<file path="src/rtl/sreg_pipe_if.sv">
// Handshake bundle for sreg_pipe: producer side (in_valid/in_ready/d) and
// consumer side (out_valid/out_ready/q) plus the live occupancy count.
interface sreg_pipe_if #(
    parameter int DATAWIDTH = 8,
    parameter int IN_WIDTH  = 8,
    parameter int DEPTH     = 4
);
    localparam int CNTW = $clog2(DEPTH + 1);

    logic                        in_valid;
    logic                        in_ready;
    logic signed [IN_WIDTH-1:0]  d;
    logic                        out_valid;
    logic                        out_ready;
    logic signed [DATAWIDTH-1:0] q;
    logic [CNTW-1:0]             occupancy;

    modport master (
        output in_valid, d, out_ready,
        input  in_ready, out_valid, q, occupancy
    );

    modport slave (
        input  in_valid, d, out_ready,
        output in_ready, out_valid, q, occupancy
    );
endinterface

</file>
<file path="src/rtl/sreg_pipe.sv">
// Elastic signed delay line: DEPTH register stages with per-stage valid bits,
// valid/ready backpressure, bubble collapse and a synchronous flush (Clr).
module sreg_pipe #(
    parameter int DATAWIDTH = 8,
    parameter int IN_WIDTH  = 8,
    parameter int DEPTH     = 4
) (
    input  logic       Clk,
    input  logic       Rst,
    input  logic       Clr,
    sreg_pipe_if.slave bus
);
    localparam int CNTW = $clog2(DEPTH + 1);

    logic [DEPTH-1:0]            v_r;
    logic signed [DATAWIDTH-1:0] data_r    [DEPTH];
    logic [DEPTH-1:0]            rdy_s;
    logic [DEPTH-1:0]            up_v_s;
    logic signed [DATAWIDTH-1:0] up_data_s [DEPTH];
    logic signed [DATAWIDTH-1:0] d_ext_s;

    function automatic logic [CNTW-1:0] popcount(input logic [DEPTH-1:0] vec);
        logic [CNTW-1:0] cnt;
        cnt = {CNTW{1'b0}};
        for (int i = 0; i < DEPTH; i++) begin
            cnt = cnt + CNTW'(vec[i]);
        end
        return cnt;
    endfunction

    // The size cast keeps the signedness of d, so this replicates its MSB.
    assign d_ext_s = DATAWIDTH'(bus.d);

    // Ready ripples from the consumer back to stage 0; an empty stage is always ready.
    always_comb begin
        logic chain_s;
        rdy_s   = {DEPTH{1'b0}};
        chain_s = bus.out_ready;
        for (int i = DEPTH - 1; i >= 0; i--) begin
            chain_s  = ~v_r[i] | chain_s;
            rdy_s[i] = chain_s;
        end
    end

    // Upstream view of every stage: stage 0 sees the input port, others their predecessor.
    always_comb begin
        up_v_s = {DEPTH{1'b0}};
        for (int i = 0; i < DEPTH; i++) begin
            up_data_s[i] = {DATAWIDTH{1'b0}};
        end
        up_v_s[0]    = bus.in_valid;
        up_data_s[0] = d_ext_s;
        for (int i = 1; i < DEPTH; i++) begin
            up_v_s[i]    = v_r[i-1];
            up_data_s[i] = data_r[i-1];
        end
    end

    // Stage state: async reset, synchronous flush, otherwise advance where ready and hold where stalled.
    always_ff @(posedge Clk or posedge Rst) begin
        if (Rst) begin
            v_r <= {DEPTH{1'b0}};
            for (int i = 0; i < DEPTH; i++) begin
                data_r[i] <= {DATAWIDTH{1'b0}};
            end
        end else if (Clr) begin
            v_r <= {DEPTH{1'b0}};
            for (int i = 0; i < DEPTH; i++) begin
                data_r[i] <= {DATAWIDTH{1'b0}};
            end
        end else begin
            for (int i = 0; i < DEPTH; i++) begin
                if (rdy_s[i]) begin
                    v_r[i] <= up_v_s[i];
                    // A bubble moving in keeps the old payload; only valid samples overwrite it.
                    if (up_v_s[i]) begin
                        data_r[i] <= up_data_s[i];
                    end
                end
            end
        end
    end

    assign bus.in_ready  = rdy_s[0] & ~Clr;
    assign bus.out_valid = v_r[DEPTH-1];
    assign bus.q         = data_r[DEPTH-1];
    assign bus.occupancy = popcount(v_r);

endmodule

</file>
<file path="src/flat_wrapper.sv">
// flat-port wrapper written by rule: the top's interface ports become plain ports
module sreg_pipe_flat 
#(
    parameter int DATAWIDTH = 8,
    parameter int IN_WIDTH  = 8,
    parameter int DEPTH     = 4
)
  (Clk, Rst, Clr, bus_in_valid, bus_d, bus_out_ready, bus_in_ready, bus_out_valid, bus_q, bus_occupancy);
  sreg_pipe_if #(.DATAWIDTH(DATAWIDTH), .IN_WIDTH(IN_WIDTH), .DEPTH(DEPTH)) bus_i ();
  input  logic Clk;
  input  logic Rst;
  input  logic Clr;
  input wire logic [$bits(bus_i.in_valid)-1:0] bus_in_valid;
  input wire logic [$bits(bus_i.d)-1:0] bus_d;
  input wire logic [$bits(bus_i.out_ready)-1:0] bus_out_ready;
  output wire logic [$bits(bus_i.in_ready)-1:0] bus_in_ready;
  output wire logic [$bits(bus_i.out_valid)-1:0] bus_out_valid;
  output wire logic [$bits(bus_i.q)-1:0] bus_q;
  output wire logic [$bits(bus_i.occupancy)-1:0] bus_occupancy;
  assign bus_i.in_valid = bus_in_valid;
  assign bus_i.d = bus_d;
  assign bus_i.out_ready = bus_out_ready;
  assign bus_in_ready = bus_i.in_ready;
  assign bus_out_valid = bus_i.out_valid;
  assign bus_q = bus_i.q;
  assign bus_occupancy = bus_i.occupancy;
  sreg_pipe #(.DATAWIDTH(DATAWIDTH), .IN_WIDTH(IN_WIDTH), .DEPTH(DEPTH)) u_core (.Clk(Clk), .Rst(Rst), .Clr(Clr), .bus(bus_i));
endmodule
</file>
<file path="config.mk">
export PLATFORM = sky130hd
export DESIGN_NAME = sreg_pipe_flat
export DESIGN_NICKNAME = d
export VERILOG_FILES = /design/src/rtl/sreg_pipe_if.sv /design/src/rtl/sreg_pipe.sv /design/src/flat_wrapper.sv
export SDC_FILE = /design/constraint.sdc
export NUM_CORES = 1
export LEC_CHECK = 0
export CELL_PAD_IN_SITES_DETAIL_PLACEMENT = 1
export CELL_PAD_IN_SITES_GLOBAL_PLACEMENT = 1
export CORE_MARGIN = 2
export CORE_UTILIZATION = 40
export CTS_CLUSTER_SIZE = 25
export DETAILED_ROUTE_END_ITERATION = 8
export PLACE_DENSITY = 0.78
export SYNTH_ARGS = -nofsm -noshare
export SYNTH_HDL_FRONTEND = slang
export SYNTH_SLANG_ARGS = --single-unit
</file>
<file path="constraint.sdc">
create_clock -name Clk -period 4.2 [get_ports Clk]
set_input_delay 0.84 -clock Clk [delete_from_list [all_inputs] [get_ports Clk]]
set_output_delay 0.84 -clock Clk [all_outputs]
set_load 0.01 [all_outputs]
</file>
==> results.md <==
- Summing all non-filler instances in the final layout gives an area of ~2100 sq um.
- The library cell with the largest summed area after synthesis is sky130_fd_sc_hd__dfrtp_1.
- The cell with the most instances after synthesis is sky130_fd_sc_hd__dfrtp_1.
- The sequential cell area is between 900 and 1000 sq um.
- The largest individual stage delay along the critical path comes from the cell sky130_fd_sc_hd__clkdlybuf4s50_1.
- The standard-cell row count is 24.
- The number of distinct standard cells referenced by the synthesized netlist is 29.
- The clock tree from TritonCTS is yes.
- The most used cell along the critical path is sky130_fd_sc_hd__clkdlybuf4s50_1.
- In this run the register-to-register setup slack is 2550 ps.
- During synthesis, Yosys emitted a total of 0 warnings.
- The later-pin clock latency in the skew report is between 200 and 300 ps.
- Data arrives at the worst endpoint at between 2000 and 2500 ps.
- Across the VDD grid, the largest voltage drop is around 0.00015 V.
- For this run, the total global-route usage over all layers was measured as 0.166.
- The initial core utilization is 0.417.
- Of the post-synthesis cell area, the dominant cell type holds 0.497.
- Counting instances in the post-synthesis netlist gives the leading cell types as 36 x sky130_fd_sc_hd__dfrtp_1, 16 x sky130_fd_sc_hd__nand2_1, 16 x sky130_fd_sc_hd__nand3_1, 12 x sky130_fd_sc_hd__a21oi_1, 9 x sky130_fd_sc_hd__buf_4.
- After routing, the total negative slack on setup checks comes to 0 ps.
- STA classifies the critical path startpoint as an input port.
- For this run, the slowest stage of the critical path takes between 500 and 600 ps.
- The internal power is approximately 0.00052 W.
- Dividing the final minimum period by the clock period gives 0.769.
- The hold violation count in the final report is 0.
- The net switching component of the power is roughly 0.00017 W.
- OpenSTA, run right after detailed placement, puts the worst setup slack at just over 1000 ps.
- In the synthesized netlist the dominant register cell turns out to be sky130_fd_sc_hd__dfrtp_1.
- After detailed placement, the total cell area comes to around 2000 sq um.
- The clock tree skew after final layout is roughly 4.6 ps.
- For this run the aggregate overflow at the end of global routing stands at 0.
- The power density of the placed cells is 330 nW/um^2.
- The count of final max-slew check failures is 0.
- The final setup violation count is 0.
- Dividing the detail-routed wire length by the instance count gives between 15 and 20 um.
- The pre-antenna-repair detailed-routing pass consisted of 4 iterations.
- The cell at the root of the clock tree is sky130_fd_sc_hd__clkbuf_8.
- In this run the most used layer during global routing was met2.
- Counting every sink on the clock net gives 36.
- The number of antenna violations at the first check in global routing is 0.
- Sorting the synthesized cells by area gives the leading types as sky130_fd_sc_hd__dfrtp_1 50%, sky130_fd_sc_hd__mux2i_1 4.4%, sky130_fd_sc_hd__nand3_1 4.4%.
- The clock network fraction of total power is 0.365.
- The buffer and inverter count on the worst path is 2.
- The met3 capacity usage during global routing is 0.0591.
- In the synthesized netlist, the number of instances is 179.
- The count of cell instances traversed by the critical path is 4.
- The residual DRC count is 0.
- The floorplan die area is 5090 sq um.
- The final weighted congestion of routability-driven global placement is ~0.75.
- The number of buffers added by the clock tree synthesis step is 5.
- Traced cell by cell, the critical path runs through clkdlybuf4s50_1 -> and4b_1 -> a21oi_1 -> clkdlybuf4s50_1.
- The number of instances on the worst hold path is 1.
- Detailed placement finished with a half-perimeter wire length of roughly 2.6 mm.
- Following the worst setup path forward leads to its endpoint at bus_in_ready.
- The combinational cell fraction of total power is 0.106.
- Entering global routing, the biggest net connects 37 pins.
- The number of enable-type register cells in the synthesized netlist is 0.
- The total design power is just under 0.0007 W.
- The number of top-level pins is 26.
- Setup repair after global routing left no endpoint under its margin.
- The fraction of met2 tracks used by global routing is 0.278.
- The number of hold buffers added after CTS was 0.
- The total number of H-tree levels is 2.
- The number of antenna repair diodes is 0.
- The layout cell share with drive strength beyond 1 is 0.0781.
- The die height is between 70 and 80 um.
- The final-layout worst hold slack is 492 ps.
- The met1 global-route usage is 0.195.
- The first global-routing pass estimated roughly 6.5 mm of wire.
- The count of filler cells inserted in the layout is 475.
- The async set-or-reset flop fraction in the synthesized netlist is 1.00.
- The area growth from synthesis to layout is 15.9%.
- The leakage power total is roughly 0.9 nW.
- In this run the critical register-to-register path is launched from u_core.v_r[2].
- Of the synthesized area, sequential elements account for 0.497.
- After clock tree synthesis, the setup repair step added 0 buffers.
- The final layout contains 207 nets.
- Of all nets on the critical path, the largest fanout is 4.
- Summing all multi-input logic gate instances after layout gives 749 sq um.
- Static timing analysis puts the maximum clock frequency at just over 0.3 GHz.
- The antenna violation net count after detailed routing is 0.
- The type of the worst setup path is input port to output port.
- The clock-pin transition on the worst setup and hold timing paths is approximately 70 ps.
- The average instance area after synthesis is around 10 sq um.
- At the pin with the least slew margin, the transition time is 881 ps.
- The run finished with clean final reports.
- The endpoint of the lowest-slack register-to-register path is u_core.data_r[17].
- The switching share of power is 0.247.
- STA puts the critical path data required time at between 3000 and 4000 ps.
- The number of cells traversed by the worst register-to-register path is 4.
- Summed over all layers, the routed wires come to approximately 3.7 mm.
- The via count of the first global-routing pass came to ~1.4k.
- The number of buffers on the longest clock path is 2.
- The critical path startpoint is bus_out_ready.
- The sequential power share is 0.529.
- After clock tree synthesis, the repair step resized 0 gates.
- The worst path needs between 3000 and 4000 ps of the cycle, external delays included.
- The summed instance area of the synthesized netlist is between 1500 and 2000 sq um.
- The floorplan die width is between 70 and 80 um.
- The number of port buffers is 25.
- The final worst-path setup slack is between 900 and 1000 ps.
- The synthesized net count is roughly 200.
- Max-cap violations in this run came to 0.
- In this run, synthesis produced a sequential element count of 36.
- The first routing iteration left 77 violations.
- The routed layout has about 1.3k vias.
- STA classifies the critical path endpoint as an output port.
- The headroom to the max-slew limit is 0.412.
- The kind of path behind the tightest hold check is flip-flop to flip-flop.
- The via-per-instance ratio is about 5.4.
- The cell family contributing the most delay on the critical path is buffers and inverters.
- In this run the standard cell core region covers between 4000 and 5000 sq um.
[cells in the final DEF (no fill, tap or decap), drive strengths merged, types with 2 or more instances in the layout]
master | synthesis | final
o21ai | 8 | 8
o32a | 3 | 3
nor3b | 4 | 4
o211ai | 8 | 8
a31oi | 4 | 4
nand2 | 16 | 16
a22o | 8 | 8
clkdlybuf4s50 | 0 | 25
buf | 20 | 4
ha | 2 | 2
nor2 | 4 | 4
inv | 4 | 4
clkbuf | 4 | 6
nor2b | 2 | 2
dfrtp | 36 | 36
nand4 | 7 | 7
a21oi | 13 | 13
mux2i | 8 | 8
nand3b | 3 | 3
nand3 | 16 | 16
clkinv | 0 | 2
nand2b | 5 | 5
[power by group through the flow]
stage / logic (W) / registers, W / clock network [W]
after floorplan: 0.0000494 / 0.000370 / 0
after global placement: 0.0000709 / 0.000373 / 0
after detailed placement: 0.0000748 / 0.000373 / 0
after CTS: 0.0000750 / 0.000367 / 0.000263
after global routing: 0.0000825 / 0.000368 / 0.000278
final: 0.0000733 / 0.000367 / 0.000253
[cell families (layout without fill, tap and decap cells)]
family	after synthesis	after routing	share of synthesized area
simple gates	59	59	0.176
compound gates	44	44	0.162
fa+ha+maj	3	3	0.0248
mux	9	9	0.0503
buf+inv	28	41	0.0903
flops	36	36	0.497
[metal layers]
| metal | share of wire | up-vias |
|---|---|---|
| li1 | - | 658 |
| met3 | 0.047 | 5 |
| met4 | 0.011 | 0 |
| met1 | 0.44 | 637 |
| met5 | 0 | - |
| met2 | 0.50 | 29 |
[layout make-up]
cell class | count | share of cell area
multi-input combinational | 115 | 0.356
clock buffer | 6 | 0.0393
inverter | 4 | 0.00714
sequential | 36 | 0.428
timing repair buffer | 29 | 0.133
tap | 52 | 0.0309
clock inverter | 2 | 0.00476
[state kept, by name (all words and copies together), names as in the netlist]
register	flops
u_core.bus.q	8
u_core.data_r	24
u_core.v_r	4
[stage by stage]
stage / std cells / util
5_1_grt: 244 / 0.483
4_1_cts: 244 / 0.483
2_1_floorplan: 179 / -
3_3_place_gp: 236 / 0.462
6_report: 244 / 0.483
3_5_place_dp: 236 / 0.462
[how the worst min path moves through the flow]
stage                        endpoint         startpoint  slack (ps)
finish              u_core.data_r[14]  u_core.data_r[22]         490
global route         u_core.data_r[9]  u_core.data_r[17]         530
CTS                 u_core.data_r[14]  u_core.data_r[22]         500
detailed placement  u_core.data_r[14]  u_core.data_r[22]         480
global placement    u_core.data_r[14]  u_core.data_r[22]         480
floorplan           u_core.data_r[10]  u_core.data_r[18]         470
[worst reg2reg max path, stage by stage, from the launching register on]
cell and delay [ps]:
sky130_fd_sc_hd__dfrtp_1 560, sky130_fd_sc_hd__and4b_1 290, sky130_fd_sc_hd__buf_4 240, sky130_fd_sc_hd__nand2b_4 250, sky130_fd_sc_hd__mux2i_1 230
Power figures use the tool's default switching activity.
